==> config.mk <==
export PLATFORM = sky130hd
export DESIGN_NAME = reg_mem
export DESIGN_NICKNAME = d
export VERILOG_FILES = /design/src/rtl/reg_mem.sv
export SDC_FILE = /design/constraint.sdc
export NUM_CORES = 1
export LEC_CHECK = 0
export BUFFER_PORTS_ARGS = -buffer_cell sky130_fd_sc_hd__buf_4
export CAP_MARGIN = 20
export CORE_MARGIN = 8
export CORE_UTILIZATION = 57
export DETAILED_ROUTE_END_ITERATION = 8
export GPL_ROUTABILITY_DRIVEN = 0
export GPL_TIMING_DRIVEN = 0
export PLACE_DENSITY_LB_ADDON = 0.05
export SYNTH_ARGS = -nofsm -noshare
export SYNTH_HDL_FRONTEND = slang
export SYNTH_SLANG_ARGS = --single-unit
==> constraint.sdc <==
create_clock -name clk -period 2.95 [get_ports clk]
set_input_delay 0.4425 -clock clk [delete_from_list [all_inputs] [get_ports clk]]
set_output_delay 0.4425 -clock clk [all_outputs]
set_load 0.01 [all_outputs]
==> src/rtl/reg_mem.sv <==
// rtl/reg_mem.sv - 8x16 decode-stage register file with two async read ports and one priority-muxed write port
module reg_mem #(
  parameter int DATA_W   = 16,
  parameter int NUM_REGS = 8,
  parameter int LINK_REG = 7,
  parameter int PC_INC   = 2
) (
  input  logic                        clk,
  input  logic                        rst,
  input  logic [$clog2(NUM_REGS)-1:0] ReadReg1,
  input  logic [$clog2(NUM_REGS)-1:0] ReadReg2,
  input  logic [$clog2(NUM_REGS)-1:0] WriteReg,
  input  logic [DATA_W-1:0]           WriteData,
  input  logic [DATA_W-1:0]           Imm,
  input  logic [DATA_W-1:0]           PC,
  input  logic                        LBI,
  input  logic                        Link,
  output logic [DATA_W-1:0]           Reg1Data,
  output logic [DATA_W-1:0]           Reg2Data
);

  localparam int ADDR_W = $clog2(NUM_REGS);

  logic [DATA_W-1:0] r_regs [NUM_REGS];
  logic [ADDR_W-1:0] w_wr_addr;
  logic [DATA_W-1:0] w_wr_data;

  // Select the single write performed every cycle: link beats LBI beats normal write-back
  always_comb begin
    w_wr_addr = WriteReg;
    w_wr_data = WriteData;
    if (Link) begin
      w_wr_addr = ADDR_W'(LINK_REG);
      w_wr_data = PC + DATA_W'(PC_INC);
    end else if (LBI) begin
      w_wr_addr = ReadReg1;
      w_wr_data = Imm;
    end
  end

  // Register storage: reset clears everything, otherwise exactly one entry is written
  always_ff @(posedge clk) begin
    if (rst) begin
      for (int i = 0; i < NUM_REGS; i++) begin
        r_regs[i] <= '0;
      end
    end else begin
      r_regs[w_wr_addr] <= w_wr_data;
    end
  end

  // Zero-latency reads with no bypass: a write shows up only after its edge
  assign Reg1Data = r_regs[ReadReg1];
  assign Reg2Data = r_regs[ReadReg2];

endmodule

### Yosys cells after proc, flatten, opt, wreduce, memory -nomap -nowiden

Memories as Yosys holds them, arrays and structs flattened.
Cells that the tools add are included.

| word-level totals | value |
|---|---|
| output and inout port bits | 32 |
| memories kept | 1 |
| logic and storage cells | 13 |
| memory bits (writable) | 128 |
| register bits | 0 |
| input port bits | 61 |

Memories:

| memory | depth | bits a word | read ports | clocked after memory_dff | write ports | line | RTL |
|---|---|---|---|---|---|---|---|
| r_regs | 8 | 16 | 2 | 0 | 8 | 24 | `logic [DATA_W-1:0] r_regs [NUM_REGS];` |

| operators by class | value |
|---|---|
| reduce and logical (&&, ||, !) cells | 1 |
| add/subtract/negate cells | 1 |
| mux-type cells | 10 |

Operator list:

| kind | count |
|---|---|
| $mux 16 | 3 |
| $add 16x2->16 const B | 1 |
| $reduce_or 16->1 | 1 |
| $mux 3 | 3 |
| $mux 1 | 4 |

### Depth between registers and ports, before layout

Gate-level depths: netlist of the first run.

| logic depth | value |
|---|---|
| word-level depth | 3 |
| gate-level depth with buffers | 7 |
| gate-level depth less buffers | 5 |

### Worst setup path after synthesis of the first run

No wires, ideal clock.

| timing path | value |
|---|---|
| kind | input-to-reg |
| from | in ReadReg1[0] |
| to | mem r_regs[6][0], enable pin |
| path slack | 0.726 ns |
| required time | 2.558 ns |
| cell stages on the path | 4 |
| data arrival time | 1.832 ns |
| setup time | 0.392 ns |
| cell sequence | buf_2 -> mux2i_2 -> nand2_1 -> o21bai_1 |

RTL lines:

| element | line | RTL |
|---|---|---|
| from (decl) | 10 | `input logic [$clog2(NUM_REGS)-1:0] ReadReg1,` |
| to (decl) | 24 |  |

### Worst setup path in the final report of the first run

| timing path | value |
|---|---|
| from | in ReadReg1[1] |
| to | out Reg1Data[5] |

| on the way | value |
|---|---|
| cells in the longest elaborated chain, start to end | 1 |

RTL lines:

| element | line | RTL |
|---|---|---|
| $mem_v2 8x16 | -- |  |
| to (decl) | 18 | `output logic [DATA_W-1:0] Reg1Data,` |

No other way between the ends.

==> results by group, run 1 <==
Critical path
  – Critical Path Fanout Max: 10
  – Slowest CP cell: clkbuf_1
  – CP Buf/Inv Count: 3
  – Startpoint Class: input port
  – Crit path DAT: 2.42 ns
  – Worst Setup End Kind: output port
  – CP cell instances: clkbuf_1 > clkbuf_1 > mux4_2 > mux2_2 > buf_4
  – CP startpoint: ReadReg1[1]
  – CP delay by family, top: buffers and inverters
  – Worst setup path class: input port to output port
  – CP dominant cell by count: clkbuf_1
  – Critical Path Stages: 5
  – Worst Path Required: 2.51 ns
  – Largest stage delay, worst path: 0.67 ns

Synth
  – Gate Count Post-Synth: 516
  – Area contributors post-synth: edfxtp_1 53%, mux4_2 20%, nor2_1 6.5%
  – Yosys top cell area share: 53.0%
  – Fraction of registers with async set/reset: 0%
  – Synth cell types: 50
  – Area leader, netlist: edfxtp_1
  – Syn Std Cell Area: 7250 um^2
  – Post-Syn Nets: 578
  – Mean post-synth cell area: 14.0 um^2
  – Yosys warns: 0
  – Number of flops mapped to enable cells by yosys: 128
  – Post-synthesis sequential area ratio: 53.0%
  – Synthesized flop and latch total: 128
  – Most instantiated cells after synthesis: 128 x edfxtp_1, 126 x nor2_1, 64 x mux4_2
  – Most frequent cell after synthesis: edfxtp_1
  – Ys flop type: edfxtp_1

Worst hold path
  – Worst Hold Class: input port to flip-flop
  – Hold Path Depth: 3
  – Hold path startpoint: Imm[13]

Clock network
  – H-tree levels: 4
  – TritonCTS buffer count: 17
  – TritonCTS clock tree: done
  – CTS max path bufs: 2
  – Root Driver: clkbuf_16
  – Hold bufs inserted after CTS: 0
  – Cts repair resizes: 0
  – # clock sinks: 128
  – Postcts setup bufs: 0
  – Worst-path clk slew: 0.05 ns

Timing
  – Crit share post-route: 97.1%
  – Total negative slack: 0 ns
  – RSZ-0062 raised after global routing: false
  – Fin. Hold Viols: 0
  – Slew headroom: 34.1%
  – Post-layout min period: 2.86 ns
  – F_max: 349 MHz
  – Count of endpoints failing setup in the final report: 0
  – Final max-slew violation count: 0
  – Worst-Margin Slew: 0.988 ns

Finish
  – P&R area growth vs syn: 20.1%
  – Fraction of layout cells with a size suffix above 1: 40.0%
  – Top Registers: r_regs (128)
  – Max FFs per register: 128
  – Register Area: 3840 um^2
  – Multi-input combinational cell area: 3190 um^2
  – Top reg by flops: r_regs
  – Final-layout fill cell count: 931
  – Final core utilization: 69.6%
  – # diodes: 0
  – Nets: 686

Outcome
  – Status: finished, final reports clean

Global route
  – Grt total ovfl: 0
  – Largest net degree at the start of global routing: 17
  – Total GRT Usage: 25.3%
  – Initial antenna violation count: 0
  – First-pass GRT wire length: 30.4 mm
  – Number of global-route vias before repair: 5,429

Power
  – VDD IR max: 377 uV
  – Power per cell area: 582 nW/um^2
  – Pleak: 0.00320 uW

Placed design
  – Placed wire-length estimate: 14.1 mm
  – IO Port Bufs: 87

Floorplan
  – I/O pins: 93
  – Die X: 129 um
  – CORE AREA: 12,500 um^2
  – Row cnt: 41
  – Die Footprint: 16,600 um^2
  – Starting Density: 57.9%
  – Die height: 129 um

Routing
  – DRT Wirelength: 20.0 mm
  – DRT Pass-1 Iters: 5
  – Via density: 6.28
  – Final antenna-violating net count: 0
  – Via Count: 5,082
  – Routed wire per std cell: 24.7 um
  – DRC Markers: 0
  – Initial DRC Count: 466

Flow run
  – Max-cap violations: 0
[worst min-delay path, delay by kind of cell]
kind | cells | cell delay (ns)
compound gates | 1 | 0.13
buf+inv | 1 | 0.08
simple gates | 1 | 0.10
[placed cells by master, fill, tap and decap left out, types with 3 or more instances in the layout]
cell type,n
edfxtp_1,128
nor2_1,126
buf_4,92
mux4_2,64
mux2_2,33
clkbuf_16,17
buf_2,15
clkbuf_1,14
nand2_1,13
a211oi_1,11
nor2b_1,9
xnor2_1,9
mux2i_1,8
a21oi_1,8
a21o_1,6
and2_1,4
nor3_1,4
o21ai_0,4
inv_1,4
nand4_1,4
nand2b_1,4
clkinv_1,4
a211oi_2,3
nand3_1,3
buf_6,3
clkinvlp_4,3
clkinv_2,3
[cell families (layout without fill, tap and decap cells)]
group | Yosys count | after routing | synth area share [%]
xor gates and xnor gates | 10 | 10 | 1.21
adders and majority gates | 1 | 1 | 0.173
DFF | 128 | 128 | 53.0
buffers and inverters | 42 | 163 | 3.00
and+or+nand+nor | 186 | 186 | 11.7
AOI/OAI and AO/OA | 43 | 43 | 4.59
muxes | 106 | 106 | 26.3
[layout make-up]
type                    count  area share (%)
flip-flops and latches    128            44.1
multi-input cells         346            36.7
repair buffers             89            7.85
clock buffers              19            4.97
well taps                 172            2.47
plain buffers              37            2.28
clock inverters            13            1.39
inverters                   5           0.216
[where the power goes]
| part | switching, uW | internal (uW) | leakage, uW | total (uW) |
|---|---|---|---|---|
| clock | 766 | 1220 | 0.000263 | 1990 |
| sequential | 65.0 | 2160 | 0.00126 | 2220 |
| combinational | 430 | 425 | 0.00168 | 856 |
| total | 1260 | 3810 | 0.00320 | 5070 |
[metal layers]
metal | up-vias | track usage, % | part of all wire (%)
li1 | 2211 | - | -
met1 | 2589 | 31.3 | 38
met2 | 251 | 43.1 | 51
met3 | 31 | 5.79 | 8.5
met4 | 0 | 8.71 | 2.0
met5 | - | 0 | 0
[worst paths after layout]
| path | to | slack, ns |
|---|---|---|
| setup / recovery | Reg1Data[5] | 0.09 |
| hold / removal | r_regs[4][13] | 0.45 |
[per-stage QoR]
stage / setup WS, ns / cell area (um^2) / power (uW) / hold WS, ns / cells
floorplan: 0.726 / 7250 / 2750 / 0.723 / 516
global placement: -0.0979 / 8120 / 3080 / 0.874 / 775
detailed placement: 0.133 / 8150 / 3110 / 0.881 / 777
CTS: 0.120 / 8710 / 5070 / 0.451 / 809
global route: 0.0290 / 8710 / 5210 / 0.469 / 809
finish: 0.0867 / 8710 / 5070 / 0.454 / 809
Power figures use the tool's default switching activity.
==> run 2: changes to the inputs <==
--- a/config.mk
+++ b/config.mk
@@ -7,8 +7,10 @@
 export LEC_CHECK = 0
 export BUFFER_PORTS_ARGS = -buffer_cell sky130_fd_sc_hd__buf_4
 export CAP_MARGIN = 20
+export CELL_PAD_IN_SITES_DETAIL_PLACEMENT = 1
+export CELL_PAD_IN_SITES_GLOBAL_PLACEMENT = 2
 export CORE_MARGIN = 8
-export CORE_UTILIZATION = 57
+export CORE_UTILIZATION = 41
 export DETAILED_ROUTE_END_ITERATION = 8
 export GPL_ROUTABILITY_DRIVEN = 0
 export GPL_TIMING_DRIVEN = 0
==> run 2 against run 1 <==
Compared with the run above:
- final cell count rose by 6.2%
- largest power group unchanged
- count of clock-buffer cells in the layout is 1 higher
- setup slack improved by 0.19 ns
- die area increased by 34%
- sequential power hardly changed
- fmax up 7.2%
- critical path type unchanged
- critical path depth unchanged
- combinational power is 1% higher
- via count shrank 1.9%
- critical endpoint is now Reg2Data[10]
- global-route usage down 4.2 points
==> results by group, run 2 (synthesis results as in run 1) <==
Outcome
  – Status: finished, final reports clean

Timing
  – RSZ-0062 raised after global routing: false
  – Hold WS: 0.459 ns
  – Slew headroom: 32.8%
  – Final max-slew violation count: 0
  – Count of endpoints failing setup in the final report: 0
  – Post-layout min period: 2.67 ns
  – Worst-Margin Slew: 1.01 ns
  – Fin. Hold Viols: 0
  – F_max: 374 MHz
  – Crit share post-route: 90.6%
  – Setup ws final: 0.278 ns

Power
  – Pleak: 0.00319 uW
  – Tot Pwr: 4970 uW
  – VDD IR max: 358 uV
  – Power per cell area: 569 nW/um^2

Floorplan
  – Row cnt: 48
  – Starting Density: 41.9%
  – CORE AREA: 17,300 um^2
  – Die X: 149 um
  – Die Footprint: 22,200 um^2
  – Die height: 149 um
  – I/O pins: 93

Finish
  – Register Area: 3840 um^2
  – Max FFs per register: 128
  – Top reg by flops: r_regs
  – Multi-input combinational cell area: 3190 um^2
  – Commonest non-fill, non-tap cells in the layout: 128 x edfxtp_1, 126 x nor2_1, 92 x buf_4
  – Fraction of layout cells with a size suffix above 1: 40.4%
  – Nets: 686
  – Final-layout fill cell count: 1,752
  – Finished Layout Cells: 859
  – Top Registers: r_regs (128)
  – # diodes: 0
  – P&R area growth vs syn: 20.5%
  – Commonest non-fill, non-tap cell in the layout: edfxtp_1
  – Final Instance Area: 8730 um^2

Clock network
  – H-tree levels: 4
  – Root Driver: clkbuf_16
  – Postcts setup bufs: 0
  – TritonCTS clock tree: done
  – TritonCTS buffer count: 17
  – # clock sinks: 128
  – Worst-path clk slew: 0.06 ns
  – CTS max path bufs: 2

Worst hold path
  – Hold path startpoint: PC[15]
  – Worst Hold Class: input port to flip-flop
  – Worst Hold Endpoint: r_regs[7][15]
  – Hold Path Depth: 3

Routing
  – Final antenna-violating net count: 0
  – DRT Wirelength: 22.7 mm
  – Initial DRC Count: 476
  – Via Count: 4,984
  – Via density: 5.80
  – DRC Markers: 0
  – DRT Pass-1 Iters: 4
  – Routed wire per std cell: 26.4 um

Critical path
  – Worst setup path class: input port to output port
  – Crit path DAT: 2.23 ns
  – Worst Path Required: 2.51 ns
  – Startpoint Class: input port
  – CP cell instances: clkbuf_1 > buf_2 > mux4_2 > mux2_2 > buf_4
  – Slowest CP cell: mux4_2
  – Critical Path Fanout Max: 10
  – Worst Setup End Kind: output port
  – Largest stage delay, worst path: 0.56 ns

Global route
  – First-pass GRT wire length: 34.1 mm
  – Total GRT Usage: 21.2%
  – Grt total ovfl: 0
  – Largest net degree at the start of global routing: 17
  – Initial antenna violation count: 0
  – Number of global-route vias before repair: 5,566

Placed design
  – Placed wire-length estimate: 16.3 mm
  – IO Port Bufs: 87
  – Placed cells: 830
  – Dpl cell area: 8220 um^2
  – Placement Setup Slack: -0.0337 ns

Flow run
  – Max-cap violations: 0
-- run 2: cell count changes in the layout (fill, tap and decap cells not counted) --
cell	delta
clkbuf_2	+4
clkbuf_1	-3
bufinv_16	-1
clkinv_1	-1
clkinv_4	-1
clkinvlp_4	-1
-- run 2: final cells by class --
type | instances | share of cell area [%]
tap | 225 | 3.22
timing repair buffer | 89 | 7.82
inverter | 5 | 0.215
sequential | 128 | 44.0
clock inverter | 9 | 0.817
buffer | 37 | 2.34
multi-input combinational | 346 | 36.6
clock buffer | 20 | 5.00
-- run 2: worst max-delay path by stage --
stage	to	startpoint	depth (start not counted)	slack, ns
CTS	Reg1Data[11]	ReadReg1[2]	5	0.06
global route	Reg2Data[10]	ReadReg2[0]	5	0.18
finish	Reg2Data[10]	ReadReg2[0]	5	0.28
global placement	r_regs[6][5]	ReadReg1[1]	3	-0.30
detailed placement	Reg1Data[10]	ReadReg1[1]	5	-0.03
floorplan	r_regs[6][0]	ReadReg1[0]	4	0.73
-- run 2: critical path, delay by kind of cell --
family / cells / cell delay [ns]
mux: 2 / 0.87
buf+inv: 3 / 0.92
-- run 2: through the flow --
| stage | TNS (ns) | util, % |
|---|---|---|
| final | 0 | 50.5 |
| after global placement | -7.51 | 47.3 |
| after detailed placement | -0.0690 | 47.5 |
| after global routing | 0 | 50.5 |
| after floorplan | 0 | - |
| after CTS | 0 | 50.5 |
-- run 2: metal layers --
layer,vias up,track usage [%],wire length [um]
met3,22,3.64,1320
li1,2205,-,-
met1,2584,26.4,9300
met4,0,6.46,261
met5,-,0,0
met2,173,36.9,11800
-- run 2: timing repair --
item / 4_1_cts / 5_1_grt
hold buffers: 0 / 0
setup endpoints to repair: 5 / 3
resized for setup: 1 / 7
gates cloned: 0 / 0
-- run 2: where the power goes --
group	total [uW]	switching, uW	internal (uW)
clock network	1870	746	1130
logic	868	442	426
registers	2230	69.4	2160
